`src/rtl/pc_ctrl_pkg.sv`:
```
// Shared definitions for the PC / control-flow stage: branch funct3 codes,
// interrupt FSM state type, default reset and ISR addresses, branch decode.
package pc_ctrl_pkg;

  localparam logic [2:0] F3_BEQ  = 3'b000;
  localparam logic [2:0] F3_BNE  = 3'b001;
  localparam logic [2:0] F3_BLT  = 3'b100;
  localparam logic [2:0] F3_BGE  = 3'b101;
  localparam logic [2:0] F3_BLTU = 3'b110;
  localparam logic [2:0] F3_BGEU = 3'b111;

  localparam logic [31:0] DEF_RESET_PC = 32'h0000_0000;
  localparam logic [31:0] DEF_ISR_BASE = 32'h0000_1000;

  typedef enum logic [0:0] {
    S_RUN = 1'b0,
    S_ISR = 1'b1
  } state_e;

  // Branch condition from the comparator flags; 010/011 are never taken.
  function automatic logic branch_cond(logic [2:0] f3, logic less, logic equal);
    logic c;
    case (f3)
      F3_BEQ:           c = equal;
      F3_BNE:           c = ~equal;
      F3_BLT, F3_BLTU:  c = less;
      F3_BGE, F3_BGEU:  c = ~less;
      default:          c = 1'b0;
    endcase
    return c;
  endfunction

endpackage

```
`src/rtl/pc_ctrl_if.sv`:
```
// Control/flow bus between the decode side and pc_ctrl.
// master: decode/test side driving the i_* signals; slave: pc_ctrl.
interface pc_ctrl_if;
  logic        i_stall;
  logic        i_is_branch;
  logic [2:0]  i_funct3;
  logic        i_br_less;
  logic        i_br_equal;
  logic        o_br_un;
  logic        i_is_jal;
  logic        i_is_jalr;
  logic [31:0] i_alu_target;
  logic        i_is_mret;
  logic        i_irq;
  logic        i_irq_en;
  logic [31:0] o_pc;
  logic        o_taken;
  logic        o_flush;
  logic        o_irq_ack;
  logic        o_in_isr;
  logic [31:0] o_mepc;

  modport slave (
    input  i_stall, i_is_branch, i_funct3, i_br_less, i_br_equal, i_is_jal, i_is_jalr,
           i_alu_target, i_is_mret, i_irq, i_irq_en,
    output o_br_un, o_pc, o_taken, o_flush, o_irq_ack, o_in_isr, o_mepc
  );

  modport master (
    output i_stall, i_is_branch, i_funct3, i_br_less, i_br_equal, i_is_jal, i_is_jalr,
           i_alu_target, i_is_mret, i_irq, i_irq_en,
    input  o_br_un, o_pc, o_taken, o_flush, o_irq_ack, o_in_isr, o_mepc
  );
endinterface

```
`src/rtl/irq_edge_sync.sv`:
```
// Rising-edge detector for the external interrupt request.
// Macro IRQ_SYNC_EN: when defined, i_irq first passes through a two-flop
// synchroniser (adds two cycles of latency); otherwise it is sampled directly.
module irq_edge_sync (
  input  logic i_clk,
  input  logic i_rst,
  input  logic i_irq,
  output logic o_edge
);

`ifdef IRQ_SYNC_EN
  logic sync1, sync2, prev;

  // Two-flop synchroniser followed by the edge-detect history flop.
  always_ff @(posedge i_clk or posedge i_rst) begin
    if (i_rst) begin
      sync1 <= 1'b0;
      sync2 <= 1'b0;
      prev  <= 1'b0;
    end else begin
      sync1 <= i_irq;
      sync2 <= sync1;
      prev  <= sync2;
    end
  end

  // One-cycle pulse on a 0->1 transition of the synchronised request.
  always_comb o_edge = sync2 & ~prev;
`else
  logic prev;

  // History flop sampling the raw request.
  always_ff @(posedge i_clk or posedge i_rst) begin
    if (i_rst) prev <= 1'b0;
    else       prev <= i_irq;
  end

  // One-cycle pulse on a 0->1 transition of the raw request.
  always_comb o_edge = i_irq & ~prev;
`endif

endmodule

```
`src/rtl/pc_ctrl.sv`:
```
// Program counter and control-flow stage: next-PC selection (sequential,
// branch, JAL/JALR, interrupt entry, MRET), interrupt pending latch, mepc and
// a two-state interrupt FSM. Optional macro IRQ_SYNC_EN enables the irq
// synchroniser inside irq_edge_sync.
module pc_ctrl
  import pc_ctrl_pkg::*;
#(
  parameter logic [31:0] RESET_PC = DEF_RESET_PC,
  parameter logic [31:0] ISR_BASE = DEF_ISR_BASE
) (
  input  logic       i_clk,
  input  logic       i_rst,
  pc_ctrl_if.slave   bus
);

  state_e      state;
  logic        pending;
  logic [31:0] pc;
  logic [31:0] mepc;
  logic        irq_edge;

  logic        taken;
  logic        entry;
  logic        mret_ret;
  logic [31:0] target;
  logic [31:0] next_pc;

  irq_edge_sync u_irq_edge_sync (
    .i_clk  (i_clk),
    .i_rst  (i_rst),
    .i_irq  (bus.i_irq),
    .o_edge (irq_edge)
  );

  // Combinational control decode and next-PC selection.
  always_comb begin
    taken    = (bus.i_is_branch & branch_cond(bus.i_funct3, bus.i_br_less, bus.i_br_equal))
               | bus.i_is_jal | bus.i_is_jalr;
    target   = bus.i_is_jalr ? {bus.i_alu_target[31:1], 1'b0} : bus.i_alu_target;
    // Normal next PC; also what mepc saves on entry so a redirect is not lost.
    next_pc  = taken ? target : pc + 32'd4;
    entry    = (state == S_RUN) & pending & bus.i_irq_en & ~bus.i_stall;
    mret_ret = (state == S_ISR) & bus.i_is_mret & ~bus.i_stall;

    bus.o_br_un   = (bus.i_funct3 == F3_BLT) | (bus.i_funct3 == F3_BGE);
    bus.o_taken   = taken;
    bus.o_flush   = taken | entry | mret_ret;
    bus.o_irq_ack = entry;
    bus.o_in_isr  = (state == S_ISR);
    bus.o_pc      = pc;
    bus.o_mepc    = mepc;
  end

  // PC, mepc, pending latch and interrupt FSM.
  always_ff @(posedge i_clk or posedge i_rst) begin
    if (i_rst) begin
      state   <= S_RUN;
      pending <= 1'b0;
      pc      <= RESET_PC;
      mepc    <= 32'h0;
    end else begin
      // Edge capture keeps running through stalls; a fresh edge beats the clear.
      pending <= irq_edge | (pending & ~entry);
      if (!bus.i_stall) begin
        if (entry) begin
          state <= S_ISR;
          pc    <= ISR_BASE;
          mepc  <= next_pc;
        end else if (mret_ret) begin
          state <= S_RUN;
          pc    <= mepc;
        end else begin
          pc    <= next_pc;
        end
      end
    end
  end

endmodule

```
`src/flat_wrapper.sv`:
```
// flat-port wrapper written by rule: the top's interface ports become plain ports
module pc_ctrl_flat import pc_ctrl_pkg::*;
#(
  parameter logic [31:0] RESET_PC = DEF_RESET_PC,
  parameter logic [31:0] ISR_BASE = DEF_ISR_BASE
)
  (i_clk, i_rst, bus_i_stall, bus_i_is_branch, bus_i_funct3, bus_i_br_less, bus_i_br_equal, bus_i_is_jal, bus_i_is_jalr, bus_i_alu_target, bus_i_is_mret, bus_i_irq, bus_i_irq_en, bus_o_br_un, bus_o_pc, bus_o_taken, bus_o_flush, bus_o_irq_ack, bus_o_in_isr, bus_o_mepc);
  pc_ctrl_if bus_i ();
  input  logic i_clk;
  input  logic i_rst;
  input wire logic [$bits(bus_i.i_stall)-1:0] bus_i_stall;
  input wire logic [$bits(bus_i.i_is_branch)-1:0] bus_i_is_branch;
  input wire logic [$bits(bus_i.i_funct3)-1:0] bus_i_funct3;
  input wire logic [$bits(bus_i.i_br_less)-1:0] bus_i_br_less;
  input wire logic [$bits(bus_i.i_br_equal)-1:0] bus_i_br_equal;
  input wire logic [$bits(bus_i.i_is_jal)-1:0] bus_i_is_jal;
  input wire logic [$bits(bus_i.i_is_jalr)-1:0] bus_i_is_jalr;
  input wire logic [$bits(bus_i.i_alu_target)-1:0] bus_i_alu_target;
  input wire logic [$bits(bus_i.i_is_mret)-1:0] bus_i_is_mret;
  input wire logic [$bits(bus_i.i_irq)-1:0] bus_i_irq;
  input wire logic [$bits(bus_i.i_irq_en)-1:0] bus_i_irq_en;
  output wire logic [$bits(bus_i.o_br_un)-1:0] bus_o_br_un;
  output wire logic [$bits(bus_i.o_pc)-1:0] bus_o_pc;
  output wire logic [$bits(bus_i.o_taken)-1:0] bus_o_taken;
  output wire logic [$bits(bus_i.o_flush)-1:0] bus_o_flush;
  output wire logic [$bits(bus_i.o_irq_ack)-1:0] bus_o_irq_ack;
  output wire logic [$bits(bus_i.o_in_isr)-1:0] bus_o_in_isr;
  output wire logic [$bits(bus_i.o_mepc)-1:0] bus_o_mepc;
  assign bus_i.i_stall = bus_i_stall;
  assign bus_i.i_is_branch = bus_i_is_branch;
  assign bus_i.i_funct3 = bus_i_funct3;
  assign bus_i.i_br_less = bus_i_br_less;
  assign bus_i.i_br_equal = bus_i_br_equal;
  assign bus_i.i_is_jal = bus_i_is_jal;
  assign bus_i.i_is_jalr = bus_i_is_jalr;
  assign bus_i.i_alu_target = bus_i_alu_target;
  assign bus_i.i_is_mret = bus_i_is_mret;
  assign bus_i.i_irq = bus_i_irq;
  assign bus_i.i_irq_en = bus_i_irq_en;
  assign bus_o_br_un = bus_i.o_br_un;
  assign bus_o_pc = bus_i.o_pc;
  assign bus_o_taken = bus_i.o_taken;
  assign bus_o_flush = bus_i.o_flush;
  assign bus_o_irq_ack = bus_i.o_irq_ack;
  assign bus_o_in_isr = bus_i.o_in_isr;
  assign bus_o_mepc = bus_i.o_mepc;
  pc_ctrl #(.RESET_PC(RESET_PC), .ISR_BASE(ISR_BASE)) u_core (.i_clk(i_clk), .i_rst(i_rst), .bus(bus_i));
endmodule
```
`config.mk`:
```
export PLATFORM = sky130hd
export DESIGN_NAME = pc_ctrl_flat
export DESIGN_NICKNAME = d
export VERILOG_FILES = /design/src/rtl/pc_ctrl_pkg.sv /design/src/rtl/pc_ctrl_if.sv /design/src/rtl/irq_edge_sync.sv /design/src/rtl/pc_ctrl.sv /design/src/flat_wrapper.sv
export SDC_FILE = /design/constraint.sdc
export NUM_CORES = 1
export LEC_CHECK = 0
export CORE_MARGIN = 3
export CORE_UTILIZATION = 40
export CTS_CLUSTER_DIAMETER = 80
export CTS_CLUSTER_SIZE = 14
export DETAILED_ROUTE_END_ITERATION = 6
export PLACE_DENSITY = 0.69
export SLEW_MARGIN = 20
export SYNTH_ARGS = -nofsm -noshare
export SYNTH_HDL_FRONTEND = slang
export SYNTH_SLANG_ARGS = --single-unit
export TNS_END_PERCENT = 100
```
`constraint.sdc`:
```
create_clock -name i_clk -period 2.9 [get_ports i_clk]
set_clock_uncertainty 0.15 [all_clocks]
set_input_delay 0.58 -clock i_clk [delete_from_list [all_inputs] [get_ports i_clk]]
set_output_delay 0.58 -clock i_clk [all_outputs]
set_load 0.1 [all_outputs]
```
==> run metrics <==
status finished, final reports clean; final cell count without fillers 711; arrival time worst endpoint 2.08 ns; Yosys warnings 0; synthesized area 4081 sq um; total vias in the final route 4,214; first drt pass iteration count 6; final wirelength 13.15 mm; Wirelength per Cell 18.49 um; final number of hold-violating endpoints 0; final setup fails 0; Crit Path Category primary input to output pin; max-cap check violation count 0; post-synthesis cell type count 55; Syn Inst Count 457; n_diodes 0; final period utilization 96.99%; Clock Pin Slew Worst Setup and Hold Paths 0.07 ns; Final ANT Viol Nets 0; CP Cell Sequence clkdlybuf4s50_1 -> or3b_4 -> o221a_4 -> o211ai_1 -> buf_12; Crit path required time 2.17 ns; Sink Count 67; setup total negative slack 0 ns; initial antenna violation count 0; relative slew slack between 40% and 50%; number of remaining DRC errors 0; routability cong. 0.8964; Top FF cell, synth dfrtp_1; sequential element share of the synthesized area 41.08%; Syn Nets 504; Syn Area/Cell approximately 8.9 sq um; DP HPWL between 9 and 10 mm; I/O pins 115; critical path capture point type output pin; Pins Over Slew Limit 0; most frequent cells in the layout buf_4, nand2_1, dfrtp_1; DR vias/cell around 6; number of global-route vias before repair approximately 4,200; first-pass GRT wire length 21.66 mm; CTS tree yes; commonest non-fill, non-tap cell in the layout buf_4; CTS hold repair buffers 0; slowest cell delay on critical path between 0.4 and 0.5 ns; Overall Global Routing Usage between 20% and 30%; RSZ-0062 raised after global routing no; largest net degree at the start of global routing 68; FF/Latch Area 1688 sq um; Starting Density 41.37%; gr ovfl total 0; fmax 355.5 MHz; Core Util, Final 56.54%; clock buffer depth 2; fill count 885; area of the multi-input gates 2197 sq um; port buffer count 114; area delta synth->final 36.66%; 1st-iter DRT viols 256; std cell rows 36; Worst-Margin Slew 0.8937 ns; Final min period approximately 2.8 ns; TritonCTS buffer count 9; EDFF count, synth 0; Hold Path Class flip-flop to flip-flop; placed insts 694; die area 11,450 sq um; layout cells sized above 1 25.09%; asr flop ratio synth between 90% and 100%; CP max stage cell clkdlybuf4s50_1; H-tree Lvls 3; Die Ht 107.0 um; core area 9864 sq um; CTS root buf clkbuf_8; Nets 620; critical path launch point type primary input; Die W 107.0 um; Clock Latency Late Sink 0.35 ns; #FFs+latches synth 67; crit path max fanout 3
-- registers in the layout (all words and copies together), names as in the netlist --
register and cells:
u_core.bus.o_pc 32, u_core.bus.o_mepc 32, u_core.pending 1, u_core.bus.o_in_isr 1, u_core.u_irq_edge_sync.prev 1
-- timing repair --
action	CTS	global route
gates resized for setup	2	0
endpoints found under the setup margin	2	0
hold endpoints to repair	0	0
buffers inserted	1	0
-- area by class of cell --
class                           count  area share (%)
Clock buffer                       10           2.467
Clock inverter                      6           1.166
Inverter                           22           1.480
Multi-Input combinational cell    332           39.39
Sequential cell                    67           30.26
Tap cell                          133           2.983
Timing Repair Buffer              141           22.25
-- metrics by stage --
step	hold WS, ns	setup WS, ns	area (sq um)
floorplan	0.2496	-0.3390	4118
global placement	0.2567	-0.07622	5356
detailed placement	0.2666	-0.1242	5356
CTS	0.2771	0.09323	5578
global route	0.2878	0.04574	5578
finish	0.2792	0.08730	5578
-- layer usage --
layer	wire, um	share of wire (%)	global-route usage, %	vias to the layer above
li1	-	-	-	1952
met1	5670	43	31.39	2059
met2	6256	48	38.53	181
met3	933	7.1	4.455	22
met4	284	2.2	8.676	0
met5	0	0	0	-
-- critical path, delay by kind of cell --
kind | cells | cell delay [ns]
simple gates | 1 | 0.38
compound gates | 2 | 0.42
buf+inv | 2 | 0.69
-- path summary, 6_finish.rpt --
kind,start,endpoint,slack [ns],cells past startpoint
max reg2reg,u_core.bus.o_pc[5],u_core.bus.o_pc[25],0.30,5
min in group asynchronous,i_rst,u_core.bus.o_mepc[27],0.48,3
max in group asynchronous,i_rst,u_core.bus.o_pc[14],1.82,3
max,bus_i_is_branch,bus_o_flush,0.09,5
min reg2reg,u_core.u_irq_edge_sync.prev,u_core.pending,0.28,1
min,u_core.u_irq_edge_sync.prev,u_core.pending,0.28,1
-- kinds of logic (layout without fill, tap and decap cells) --
kind of cell / Yosys count / count (layout) / synth area share, %
fa+ha+maj: 1 / 1 / 0.3065
compound gates: 165 / 165 / 29.22
simple gates: 137 / 137 / 17.20
xor+xnor: 17 / 17 / 3.648
buf+inv: 58 / 179 / 5.549
flops: 67 / 67 / 41.08
mux: 12 / 12 / 3.004
-- synthesized netlist by cell type (6+ instances only) --
master	number	area share, %
dfrtp_1	67	41
nand2_1	60	5.5
o21ai_0	39	4.8
clkbuf_1	25	2.3
a21oi_1	24	2.9
inv_1	22	2.0
nand3_1	15	1.8
a22o_1	14	3.0
nor2_1	14	1.3
xnor2_1	14	3.0
a221oi_1	10	2.1
mux2i_1	10	2.5
o21bai_1	10	1.8
nor3_1	9	1.1
o22ai_1	9	1.4
nor4_1	8	1.2
a31oi_1	7	1.1
buf_2	7	0.86
nand4_1	7	1.1
a211oi_1	6	1.1
Power is not shown: default switching activity piles up to over one toggle a cycle in this logic, so the estimate is an artifact.
==> patch: new RTL, same settings <==
The option `IRQ_SYNC_EN` is turned on by a define.
--- a/src/rtl/irq_edge_sync.sv
+++ b/src/rtl/irq_edge_sync.sv
@@ -1,6 +1,8 @@
 // Rising-edge detector for the external interrupt request.
 // Macro IRQ_SYNC_EN: when defined, i_irq first passes through a two-flop
 // synchroniser (adds two cycles of latency); otherwise it is sampled directly.
+`define IRQ_SYNC_EN
+
 module irq_edge_sync (
   input  logic i_clk,
   input  logic i_rst,
Function: changed (Yosys sat finds a counterexample within 4 cycles, from zero or initial values and one cycle with i_rst high).
==> patch against the unedited design <==
- sequential cell count grew 2
- final area grew 0.40%
- synthesized cell count grew 0.44%
- setup slack worse by 0.042 ns
- critical path type unchanged
- area after synthesis rose by 1.2%
- global-route usage decreased by 0.69 points
- count of clock-buffer cells in the layout stayed put
- wire length shrank 1.4%
- critical endpoint unchanged
Power is not shown: default switching activity piles up to over one toggle a cycle in this logic, so the estimate is an artifact.
==> patch: results (changes against the unedited design) <==
metric	value	unit	change
status	complete, no violations		
Compound-Gate Fraction of Synth Area	28.9	%	-0.35 points
hold slack final	0.205	ns	-0.0747 ns
All-Layer GR Usage	23.0	%	-0.69 points
TritonCTS Sinks	69		+3.0%
GR Util met2	37.8	%	-0.75 points
Horiz. Die Dim	108	um	+0.58%
HPWL Detailed	9170	um	-1.9%
worst r2r src	u_core.bus.o_pc[4]		
Yosys warning count	0		unchanged
post-synthesis mux area share	2.97	%	-0.036 points
Num CTS Buffers	9		unchanged
vias in the first global route	4232		-0.094%
Hold Crit Start	u_core.u_irq_edge_sync.sync1		
Vias/cell	5.85		-1.3%
Syn Inst Count	459		+0.44%
Crit Reg-Reg Endpoint	u_core.bus.o_pc[27]		
pin count of the biggest net entering global routing	70		+2.9%
Data arrival, critical path	2.12	ns	+0.04 ns
ranking of synthesized cells by area	dfrtp_1 (42%), nand2_1 (5.5%), o21ai_0 (4.7%)		
pin slew with the least headroom to its limit	0.750	ns	-0.143 ns
Seq area share	31.0	%	+0.77 points
clock network area share	3.44	%	-0.19 points
DR WL met3	929	um	-0.43%
met1 Usage GRT	30.4	%	-1.0 points
Syn Nets	506		+0.40%
Reg2Reg Setup Slack	0.40	ns	+0.10 ns
CP Launch Point	bus_i_funct3[2]		
Initial DRC Count	260		+1.6%
top cells by instance count after synthesis	dfrtp_1 (69), nand2_1 (60), o21ai_0 (39)		
Placed Area	0.00538	mm^2	+0.42%
drt pass-1 iters	5		-1
Setup WS pre-CTS	-0.133	ns	-0.00842 ns
global-route wire length before repair	21300	um	-1.8%
DR WL/cell	18.2	um	-1.4%
WHS Endpoint	u_core.u_irq_edge_sync.sync2		
crit-path max cell delay	0.42	ns	-0.05 ns
post-route minimum period	2.85	ns	+0.0418 ns
register area	0.00174	mm^2	+3.0%
Top Metal Used	met4		
met3 usage	4.62	%	+0.16 points
FILL cells	941		+6.3%
CTS max path bufs	2		unchanged
met2 wire length	6340	um	+1.4%
Met1 Routed Length	5460	um	-3.7%
Non-CTS buffers	139		-1.4%
Adder-Cell Fraction of Synth Area	0.303	%	-0.0037 points
WHS Path Cells	0		-1
multi-input gate count	332		unchanged
CP max FO	4		+1
post-synthesis xor/xnor area fraction	3.60	%	-0.044 points
sequential fraction of the synthesis area	41.8	%	+0.71 points
multi-input gate share of total cell area	39.2	%	-0.16 points
NonClk Buf Share	21.8	%	-0.40 points
layout cells sized above 1	24.6	%	-0.52 points
RePlAce Congestion	0.806		-10%
-- patch: changes by cell type in the layout (fill, tap and decap cells not counted) --
cell,unedited run,this run
buf_12,6,4
buf_4,90,89
clkbuf_1,0,1
clkbuf_16,0,1
clkbuf_8,10,9
clkdlybuf4s50_1,44,42
clkinv_2,1,2
clkinv_4,0,2
clkinvlp_4,4,1
dfrtp_1,58,60
dlymetal6s2s_1,0,2
-- patch: timing repair --
action / 4_1_cts / 5_1_grt
setup endpoints to repair: 2 / 1
buffers inserted: 0 / 1
pin swaps: 2 / 0
hold endpoints to repair: 0 / 0
resized for setup: 2 / 3
-- patch: worst register-to-register path, stage by stage, from the launching register on --
cell      delay (ns)
dfrtp_1         0.49
nand4_1         0.21
or4_1           0.74
o41ai_2         0.47
o21bai_1        0.12
a221oi_2        0.22
-- patch: kinds of logic after synthesis --
kind of cell / count (synthesis)
muxes: 12
AOI/OAI and AO/OA: 165
adders and majority gates: 1
buffers and inverters: 58
and+or+nand+nor: 137
DFF: 69
xor gates and xnor gates: 17
